<file path="src/rtl/program_loader_pkg.sv">
// Shared constants and state type for the byte-stream program loader.
package loader_pkg;

  localparam int unsigned DEF_ADDR_W = 10;
  localparam int unsigned DEF_DATA_W = 32;

  localparam logic [7:0] CMD_INSTR = 8'h49;
  localparam logic [7:0] CMD_DATA  = 8'h44;
  localparam logic [7:0] CMD_GO    = 8'h47;

  typedef enum logic [2:0] {
    ST_IDLE,
    ST_ADDR_HI,
    ST_ADDR_LO,
    ST_COUNT,
    ST_PAYLOAD,
    ST_CHK,
    ST_RUN
  } loader_state_t;

endpackage

</file>
<file path="src/rtl/program_loader_if.sv">
// Byte-stream valid/ready link feeding the loader.
interface program_loader_if;
  logic [7:0] rx_data;
  logic       rx_valid;
  logic       rx_ready;

  modport master (output rx_data, output rx_valid, input rx_ready);
  modport slave  (input rx_data, input rx_valid, output rx_ready);
endinterface

</file>
<file path="src/rtl/program_loader_word_assembler.sv">
// Packs four stream bytes, MSB first, into a 32-bit word.
module word_assembler (
  input  logic        clk,
  input  logic        rst,
  input  logic        frame_start,
  input  logic        byte_valid,
  input  logic [7:0]  byte_in,
  output logic [31:0] word,
  output logic        word_valid
);

  logic [31:0] shift_q, shift_d;
  logic [1:0]  idx_q, idx_d;

  // The completed word includes the byte arriving this cycle, so the caller
  // can register it on the same edge that accepts the 4th byte.
  assign word       = {shift_q[23:0], byte_in};
  assign word_valid = byte_valid && !frame_start && (idx_q == 2'd3);

  // Next shift-register and byte-index values.
  always_comb begin
    shift_d = shift_q;
    idx_d   = idx_q;
    if (frame_start) begin
      shift_d = '0;
      idx_d   = '0;
    end else if (byte_valid) begin
      shift_d = {shift_q[23:0], byte_in};
      idx_d   = idx_q + 2'd1;
    end
  end

  // Assembler state registers.
  always_ff @(posedge clk or posedge rst) begin
    if (rst) begin
      shift_q <= '0;
      idx_q   <= '0;
    end else begin
      shift_q <= shift_d;
      idx_q   <= idx_d;
    end
  end

endmodule

</file>
<file path="src/rtl/program_loader.sv">
// Frame-parsing loader: writes instruction/data memories, then releases the core.
module program_loader
  import loader_pkg::*;
#(
  parameter int unsigned ADDR_W = DEF_ADDR_W,
  parameter int unsigned DATA_W = DEF_DATA_W
) (
  input  logic              clk,
  input  logic              rst,
  program_loader_if.slave   rx,
  output logic [DATA_W-1:0] instr,
  output logic [ADDR_W-1:0] instr_addr,
  output logic              ins_we,
  output logic [DATA_W-1:0] data,
  output logic [ADDR_W-1:0] data_addr,
  output logic              data_we,
  output logic              core_rst,
  output logic              load_done,
  output logic              err
);

  loader_state_t     state_q, state_d;
  logic [ADDR_W-1:0] addr_q, addr_d;
  logic [8:0]        cnt_q, cnt_d;
  logic [7:0]        xor_q, xor_d;
  logic              tgt_data_q, tgt_data_d;
  logic              err_q, err_d;
  logic              core_rst_q, core_rst_d;
  logic              load_done_q, load_done_d;
  logic [DATA_W-1:0] instr_q, instr_d, data_q, data_d;
  logic [ADDR_W-1:0] instr_addr_q, instr_addr_d, data_addr_q, data_addr_d;
  logic              ins_we_q, ins_we_d, data_we_q, data_we_d;

  logic        accept;
  logic [31:0] asm_word;
  logic        asm_valid;

  assign rx.rx_ready = (state_q != ST_RUN);
  assign accept      = rx.rx_valid && rx.rx_ready;

  word_assembler u_asm (
    .clk        (clk),
    .rst        (rst),
    .frame_start(accept && (state_q == ST_IDLE)),
    .byte_valid (accept && (state_q == ST_PAYLOAD)),
    .byte_in    (rx.rx_data),
    .word       (asm_word),
    .word_valid (asm_valid)
  );

  // Frame parser: next state, counters, checksum and write-port values.
  always_comb begin
    state_d      = state_q;
    addr_d       = addr_q;
    cnt_d        = cnt_q;
    xor_d        = xor_q;
    tgt_data_d   = tgt_data_q;
    err_d        = err_q;
    core_rst_d   = core_rst_q;
    load_done_d  = load_done_q;
    instr_d      = instr_q;
    instr_addr_d = instr_addr_q;
    data_d       = data_q;
    data_addr_d  = data_addr_q;
    ins_we_d     = 1'b0;
    data_we_d    = 1'b0;
    if (accept) begin
      case (state_q)
        ST_IDLE: begin
          if (rx.rx_data == CMD_INSTR || rx.rx_data == CMD_DATA) begin
            tgt_data_d = (rx.rx_data == CMD_DATA);
            xor_d      = rx.rx_data;
            state_d    = ST_ADDR_HI;
          end else if (rx.rx_data == CMD_GO) begin
            if (!err_q) begin
              state_d     = ST_RUN;
              core_rst_d  = 1'b0;
              load_done_d = 1'b1;
            end
          end else begin
            err_d = 1'b1;
          end
        end
        ST_ADDR_HI: begin
          addr_d  = ADDR_W'({rx.rx_data[1:0], 8'h00});
          xor_d   = xor_q ^ rx.rx_data;
          state_d = ST_ADDR_LO;
        end
        ST_ADDR_LO: begin
          addr_d  = addr_q | ADDR_W'(rx.rx_data);
          xor_d   = xor_q ^ rx.rx_data;
          state_d = ST_COUNT;
        end
        ST_COUNT: begin
          cnt_d   = (rx.rx_data == 8'h00) ? 9'd256 : {1'b0, rx.rx_data};
          xor_d   = xor_q ^ rx.rx_data;
          state_d = ST_PAYLOAD;
        end
        ST_PAYLOAD: begin
          xor_d = xor_q ^ rx.rx_data;
          if (asm_valid) begin
            if (tgt_data_q) begin
              data_d      = DATA_W'(asm_word);
              data_addr_d = addr_q;
              data_we_d   = 1'b1;
            end else begin
              instr_d      = DATA_W'(asm_word);
              instr_addr_d = addr_q;
              ins_we_d     = 1'b1;
            end
            addr_d = addr_q + ADDR_W'(1);
            cnt_d  = cnt_q - 9'd1;
            if (cnt_q == 9'd1) state_d = ST_CHK;
          end
        end
        ST_CHK: begin
          if (rx.rx_data != xor_q) err_d = 1'b1;
          state_d = ST_IDLE;
        end
        default: ;
      endcase
    end
  end

  // All state and output registers.
  always_ff @(posedge clk or posedge rst) begin
    if (rst) begin
      state_q      <= ST_IDLE;
      addr_q       <= '0;
      cnt_q        <= '0;
      xor_q        <= '0;
      tgt_data_q   <= 1'b0;
      err_q        <= 1'b0;
      core_rst_q   <= 1'b1;
      load_done_q  <= 1'b0;
      instr_q      <= '0;
      instr_addr_q <= '0;
      data_q       <= '0;
      data_addr_q  <= '0;
      ins_we_q     <= 1'b0;
      data_we_q    <= 1'b0;
    end else begin
      state_q      <= state_d;
      addr_q       <= addr_d;
      cnt_q        <= cnt_d;
      xor_q        <= xor_d;
      tgt_data_q   <= tgt_data_d;
      err_q        <= err_d;
      core_rst_q   <= core_rst_d;
      load_done_q  <= load_done_d;
      instr_q      <= instr_d;
      instr_addr_q <= instr_addr_d;
      data_q       <= data_d;
      data_addr_q  <= data_addr_d;
      ins_we_q     <= ins_we_d;
      data_we_q    <= data_we_d;
    end
  end

  assign instr      = instr_q;
  assign instr_addr = instr_addr_q;
  assign ins_we     = ins_we_q;
  assign data       = data_q;
  assign data_addr  = data_addr_q;
  assign data_we    = data_we_q;
  assign core_rst   = core_rst_q;
  assign load_done  = load_done_q;
  assign err        = err_q;

endmodule

</file>
<file path="src/flat_wrapper.sv">
// flat-port wrapper written by rule: the top's interface ports become plain ports
module program_loader_flat import loader_pkg::*;
#(
  parameter int unsigned ADDR_W = DEF_ADDR_W,
  parameter int unsigned DATA_W = DEF_DATA_W
)
  (clk, rst, instr, instr_addr, ins_we, data, data_addr, data_we, core_rst, load_done, err, rx_rx_data, rx_rx_valid, rx_rx_ready);
  program_loader_if rx_i ();
  input  logic clk;
  input  logic rst;
  output logic [DATA_W-1:0] instr;
  output logic [ADDR_W-1:0] instr_addr;
  output logic ins_we;
  output logic [DATA_W-1:0] data;
  output logic [ADDR_W-1:0] data_addr;
  output logic data_we;
  output logic core_rst;
  output logic load_done;
  output logic err;
  input wire logic [$bits(rx_i.rx_data)-1:0] rx_rx_data;
  input wire logic [$bits(rx_i.rx_valid)-1:0] rx_rx_valid;
  output wire logic [$bits(rx_i.rx_ready)-1:0] rx_rx_ready;
  assign rx_i.rx_data = rx_rx_data;
  assign rx_i.rx_valid = rx_rx_valid;
  assign rx_rx_ready = rx_i.rx_ready;
  program_loader #(.ADDR_W(ADDR_W), .DATA_W(DATA_W)) u_core (.clk(clk), .rst(rst), .rx(rx_i), .instr(instr), .instr_addr(instr_addr), .ins_we(ins_we), .data(data), .data_addr(data_addr), .data_we(data_we), .core_rst(core_rst), .load_done(load_done), .err(err));
endmodule
</file>
<file path="config.mk">
export PLATFORM = sky130hd
export DESIGN_NAME = program_loader_flat
export DESIGN_NICKNAME = d
export VERILOG_FILES = /design/src/rtl/program_loader_pkg.sv /design/src/rtl/program_loader_if.sv /design/src/rtl/program_loader_word_assembler.sv /design/src/rtl/program_loader.sv /design/src/flat_wrapper.sv
export SDC_FILE = /design/constraint.sdc
export NUM_CORES = 1
export LEC_CHECK = 0
export BUFFER_PORTS_ARGS = -buffer_cell sky130_fd_sc_hd__buf_4
export CORE_ASPECT_RATIO = 0.6
export CORE_MARGIN = 8
export CORE_UTILIZATION = 52
export CTS_CLUSTER_SIZE = 25
export DETAILED_ROUTE_END_ITERATION = 7
export GPL_TIMING_DRIVEN = 0
export PLACE_DENSITY = 0.85
export SYNTH_ARGS = -nofsm -noshare
export SYNTH_HDL_FRONTEND = slang
export SYNTH_HIERARCHICAL = 1
export SYNTH_SLANG_ARGS = --single-unit
</file>
<file path="constraint.sdc">
create_clock -name clk -period 3.9 [get_ports clk]
set_clock_uncertainty 0.2 [all_clocks]
set_input_delay 0.78 -clock clk [delete_from_list [all_inputs] [get_ports clk]]
set_output_delay 0.78 -clock clk [all_outputs]
set_load 0.05 [all_outputs]
</file>
* Yosys cells after proc, flatten, opt, wreduce, memory -nomap -nowiden *
Index checks and enable logic that the tools add are counted.

storage, ports and cells
  input bits = 11
  output and inout bits = 90
  register bits = 146

cells by class
  reduce and logical (&&, ||, !) cells = 25
  $add $sub $neg = 3
  bitwise operators = 5
  mux-type cells = 29
  eq/ne operators = 20

operators with widths
  cell                     count
  $mux W24                 2
  $pmux W10 S3             1
  $eq A8 B7 Y1 const B     3
  $mux W9                  2
  $pmux W3 S6              1
  $pmux W9 S2              1
  $pmux W8 S2              1
  $mux W3                  5
  $reduce_and A3 Y1        4
  $mux W1                  11
  $add A10 B1 Y10 const B  1
  $mux W10                 1
  $or A10 B8 Y10           1
  $reduce_and A5 Y1        2
  $eq A9 B1 Y1 const B     1
  $ne A3 B3 Y1 const B     3
  $sub A9 B1 Y9 const B    1
  $logic_not A8 Y1         1
  $mux W8                  1
  $ne A2 B2 Y1 const B     4
  $ne A8 B8 Y1             1
  $reduce_and A4 Y1        2
  $reduce_bool A2 Y1       4
  $xor A8 B8 Y8            1
  other kinds (17)         27

* Depth between registers and ports, before layout *
  depth in word-level cells = 9
  mapped depth = 13
  gate-level depth less buffers = 8

* Modules after synthesis *
The synthesis kept the hierarchy.

by module, submodules not included
  module          seq. area each (µm²)  times used  area an instance (µm²)  cells each
  program_loader  3004.1                1           5664.2                  478
  word_assembler  650.6                 1           1159.9                  96

* Worst setup path after synthesis *
No wires, ideal clock.

  kind = input-to-reg
  from = input rx_rx_valid
  to = register u_core.instr_q[0], in the netlist u_core/instr[0]
  required time = 3.575 ns
  cell stages on the path = 9
  path slack = 0.802 ns
  arrival = 2.774 ns
  cells stage by stage = nor4b_1 buf_2 buf_2 nor2_1 nand3_1 or2_1 clkbuf_1 buf_2 mux2_2

on the way
  cells in the longest elaborated chain, start to end = 6
  elaborated cells between the ends (all ways) = 7
  those cells by class = 7 x reduce/logical

RTL lines
  item                                   RTL line                             text
  from (decl)                            flat_wrapper.sv:21                   input wire logic [$bits(rx_i.rx_valid)-1:0] rx_rx_valid;
  $logic_and A1 B1 Y1 (*)                program_loader.sv:39                 assign accept = rx.rx_valid && rx.rx_ready;
  $logic_and A1 B1 Y1                    program_loader.sv:44                 .frame_start(accept && (state_q == ST_IDLE)),
  $logic_not A1 Y1                       program_loader_word_assembler.sv:18  assign word_valid = byte_valid && !frame_start && (idx_q == 2'd3);
  $logic_and A1 B1 Y1 (*) (2 in series)  program_loader_word_assembler.sv:18
  net u_core.asm_valid                   program_loader.sv:36                 logic asm_valid;
  $reduce_and A4 Y1 (no line) (*)        n/a
  to (signal assigned)                   program_loader.sv:151                instr_q <= instr_d;
  to (decl)                              program_loader.sv:30                 logic [DATA_W-1:0] instr_q, instr_d, data_q, data_d;

The timed path passes the listed nets; every way through them passes the cells marked *.
A chain may end at the register's enable or synchronous reset.

* Worst setup path after layout *
  from = register u_core.state_q[1]
  to = register u_core.instr_q[11], in the netlist u_core/instr[11]

on the way
  cells in the longest elaborated chain, start to end = 7
  elaborated cells between the ends (all ways) = 10
  those cells by class = 2 x eq/ne; 8 x reduce/logical

RTL lines
  item                                   RTL line                             text
  from (decl)                            program_loader.sv:22                 loader_state_t state_q, state_d;
  from (signal assigned)                 program_loader.sv:143                state_q <= state_d;
  $ne A3 B3 Y1                           program_loader.sv:38                 assign rx.rx_ready = (state_q != ST_RUN);
  $logic_and A1 B1 Y1                    program_loader.sv:39
  $logic_and A1 B1 Y1                    program_loader.sv:44
  $logic_not A1 Y1                       program_loader_word_assembler.sv:18
  $logic_and A1 B1 Y1 (*) (2 in series)  program_loader_word_assembler.sv:18
  net u_core.asm_valid                   program_loader.sv:36
  $reduce_and A4 Y1 (no line) (*)        n/a

Marked as above.

==> results.json <==
{
  "slew_headroom": 0.3197,
  "powerDensity_nw_per_um2": 630.3,
  "end_kind": "flip-flop",
  "status": "complete, no violations",
  "synth_warnings": 6,
  "critPathMaxStageDelay_ps": 480,
  "final_cells": 878,
  "gp_congestion": 0.9053,
  "seq_area_frac_synth": 0.5356,
  "cts_tree": "yes",
  "pre_cts_ws_ps": -154.5,
  "layout_commonest_cell": "dfrtp_1",
  "clock_latency_ps": 420,
  "num_vias": 5238,
  "final_cell_mix": "dfrtp_1 (145), buf_4 (111), mux2_2 (86), nor2_1 (40), mux2i_1 (32)",
  "fmax_ghz": 0.2753,
  "clockRootBuffer": "clkbuf_16",
  "areaGrowthSynthToFinish_pct": 23.56,
  "cp-start-kind": "flip-flop",
  "synth_cell_types": 65,
  "ir_worst_vdd_mv": 0.3560,
  "via_per_inst": 5.966,
  "finalWorstSetupSlack_ps": 268.2,
  "period_needed_ps": 3632,
  "postSynth.asyncResetShare": 1.000,
  "drt_iter0_markers": 516,
  "syn-num-nets": 589,
  "dp_hpwl_um": 12800,
  "period_share": 0.9312,
  "hold_class": "reg -> reg",
  "crit_arrival_ps": 3730,
  "drt_wl_total_um": 17950,
  "clock_sinks": 146,
  "detailedRoute.firstPassIterationCount": 7,
  "synthCells": 574,
  "cts_setup_buffers": 0,
  "synth_top_area_share": 0.5317,
  "required_ps": 4000,
  "drive_above_1_share": 0.3672,
  "synth.largest_area_cell": "dfrtp_1",
  "hold_ws_ps": 283.8,
  "finalPower_w": 0.005315,
  "setup_viol": 0,
  "die_h_um": 104.7,
  "die_w_um": 163.9,
  "port_buffers": 100,
  "dp.cells": 846,
  "antenna_found_initial": 0,
  "fin_nets": 710,
  "diodes": 0,
  "dieArea_sq_um": 17170,
  "synth.ff_latch_count": 146,
  "synth_edf_count": 0,
  "cp_slowest_cell": "dfrtp_1",
  "grt_pass1_vias": 5389,
  "overflow": 0,
  "grt_max_degree": 42,
  "path_max_fanout": 10,
  "rsz0062_at_grt": "no",
  "ios": 101,
  "cp_cell_sequence": "or3b_1 -> buf_2 -> nor2_4 -> buf_6 -> buf_12 -> nand2_1 -> nor2_2 -> nand3_1 -> or2_1 -> clkbuf_1 -> inv_2 -> buf_4 -> mux2_2",
  "leakagePower_nw": 4.181,
  "crit_buf_inv": 6,
  "synth.top_cells.by_area": "dfrtp_1 (53%), mux2_2 (14%), mux2i_1 (4.7%), nor2_1 (2.3%), o21ai_0 (2.1%)",
  "clock_path_buffers": 2,
  "row_count": 32,
  "cts_buffers": 17,
  "drv_slew": 0,
  "drc_errors": 0,
  "critPathKind": "reg -> reg",
  "grtUsageTotal": 0.2102,
  "critical-path-top-delay-family": "simple AND/OR/NAND/NOR gates",
  "start_util": 0.5326,
  "clk_pin_slew_ps": 70,
  "drv_cap": 0,
  "hold_violations": 0,
  "htree_levels": 4,
  "synth_ff_type": "dfrtp_1",
  "synth_area_sq_um": 6824,
  "hold_buffers": 0,
  "post_cts_resize_count": 0,
  "worstMarginPinSlew_ps": 1019,
  "core_sq_um": 12810,
  "wl_per_cell_um": 20.45,
  "avgSynthCellArea_sq_um": 11.89,
  "antenna_left": 0,
  "grt_pass1_wl_um": 28900
}
==> where the power goes <==
part | internal [W] | switching, W | total [W]
Sequential | 0.00180 | 0.000328 | 0.00213
Combinational | 0.000600 | 0.000960 | 0.00156
Clock | 0.000910 | 0.000712 | 0.00162
Total | 0.00331 | 0.00200 | 0.00531
==> synthesized netlist by cell type (3+ instances only) <==
cell,count
mux2i_1,32
buf_6,5
o211ai_1,7
a41oi_1,3
a31oi_1,7
buf_4,11
nand2b_1,6
and2_1,3
a22oi_1,10
buf_2,9
o21ai_0,29
clkbuf_1,20
o22a_1,4
o31ai_1,3
and3_1,6
nand2_1,20
ha_1,4
nand3_1,8
a21oi_1,13
nor2b_1,5
nand4_1,3
mux2_2,86
nor3_1,11
a21o_1,4
inv_1,18
xnor2_1,9
nor3b_1,4
nor2_1,41
dfrtp_1,145
or3_1,3
and3b_1,3
==> cell type report <==
type / instances / area [sq um]
multi-input combinational: 361 / 2810
fill: 931 / 4380
inverter: 19 / 75.07
tap: 170 / 212.7
clock inverter: 15 / 160.2
buffer: 48 / 302.8
sequential: 146 / 3655
clock buffer: 17 / 425.4
timing repair buffer: 102 / 790.8
==> per-stage QoR <==
stage / setup TNS, ps / instance area, sq um / utilization
global route: 0 / 8432 / 0.6581
floorplan: 0 / 6828 / -
detailed placement: -3446 / 7831 / 0.6112
CTS: 0 / 8417 / 0.6569
finish: 0 / 8432 / 0.6581
global placement: 0 / 7791 / 0.6081
==> cells by family (layout without fill, tap and decap cells) <==
| logic type | after synthesis | in the layout | share of synthesized area |
|---|---|---|---|
| flops | 146 | 146 | 0.5356 |
| simple gates | 130 | 130 | 0.1032 |
| mux | 118 | 118 | 0.1889 |
| compound gates | 99 | 99 | 0.09736 |
| buf+inv | 67 | 201 | 0.05482 |
| xor+xnor | 10 | 10 | 0.01284 |
| fa+ha+maj | 4 | 4 | 0.007334 |
==> worst paths after layout <==
kind / start / end / slack (ps) / cells after the start
setup reg to reg: u_core/state_q[1] / u_core/instr[11] / 270 / 13
hold reg to reg: u_core/load_done / u_core/load_done / 280 / 1
max in group asynchronous: rst / u_core/core_rst / 2150 / 4
setup / recovery: u_core/state_q[1] / u_core/instr[11] / 270 / 13
min in group asynchronous: rst / u_core/instr[23] / 340 / 2
hold / removal: u_core/load_done / u_core/load_done / 280 / 1
==> layer usage <==
layer / up-vias / track usage / wire length (um)
met4: 0 / 0.05879 / 251
met3: 39 / 0.07759 / 1949
met2: 281 / 0.3073 / 7911
met1: 2609 / 0.2883 / 7838
li1: 2309 / - / -
met5: - / 0 / 0
==> sequential cells by signal, indices dropped and copies added, names as in the netlist <==
name and flops:
u_core/data 32, u_core/ins_we 1, u_core/data_addr 10, u_core/core_rst 1, u_core/u_asm/idx_q 2, u_core/xor_q 8
u_core/u_asm/shift_q 24, u_core/load_done 1, u_core/instr 32, u_core/err 1, u_core/data_we 1, u_core/addr_q 10
u_core/instr_addr 10, u_core/state_q 3, u_core/cnt_q 9, u_core/tgt_data_q 1
==> worst register-to-register path: stages, from the launching register on <==
cell and delay [ps]:
dfrtp_1 480, or3b_1 390, buf_2 210, nor2_4 150, buf_6 200, buf_12 170, nand2_1 80, nor2_2 300
nand3_1 190, or2_1 250, clkbuf_1 190, inv_2 110, buf_4 210, mux2_2 370
Power figures use the tool's default switching activity.
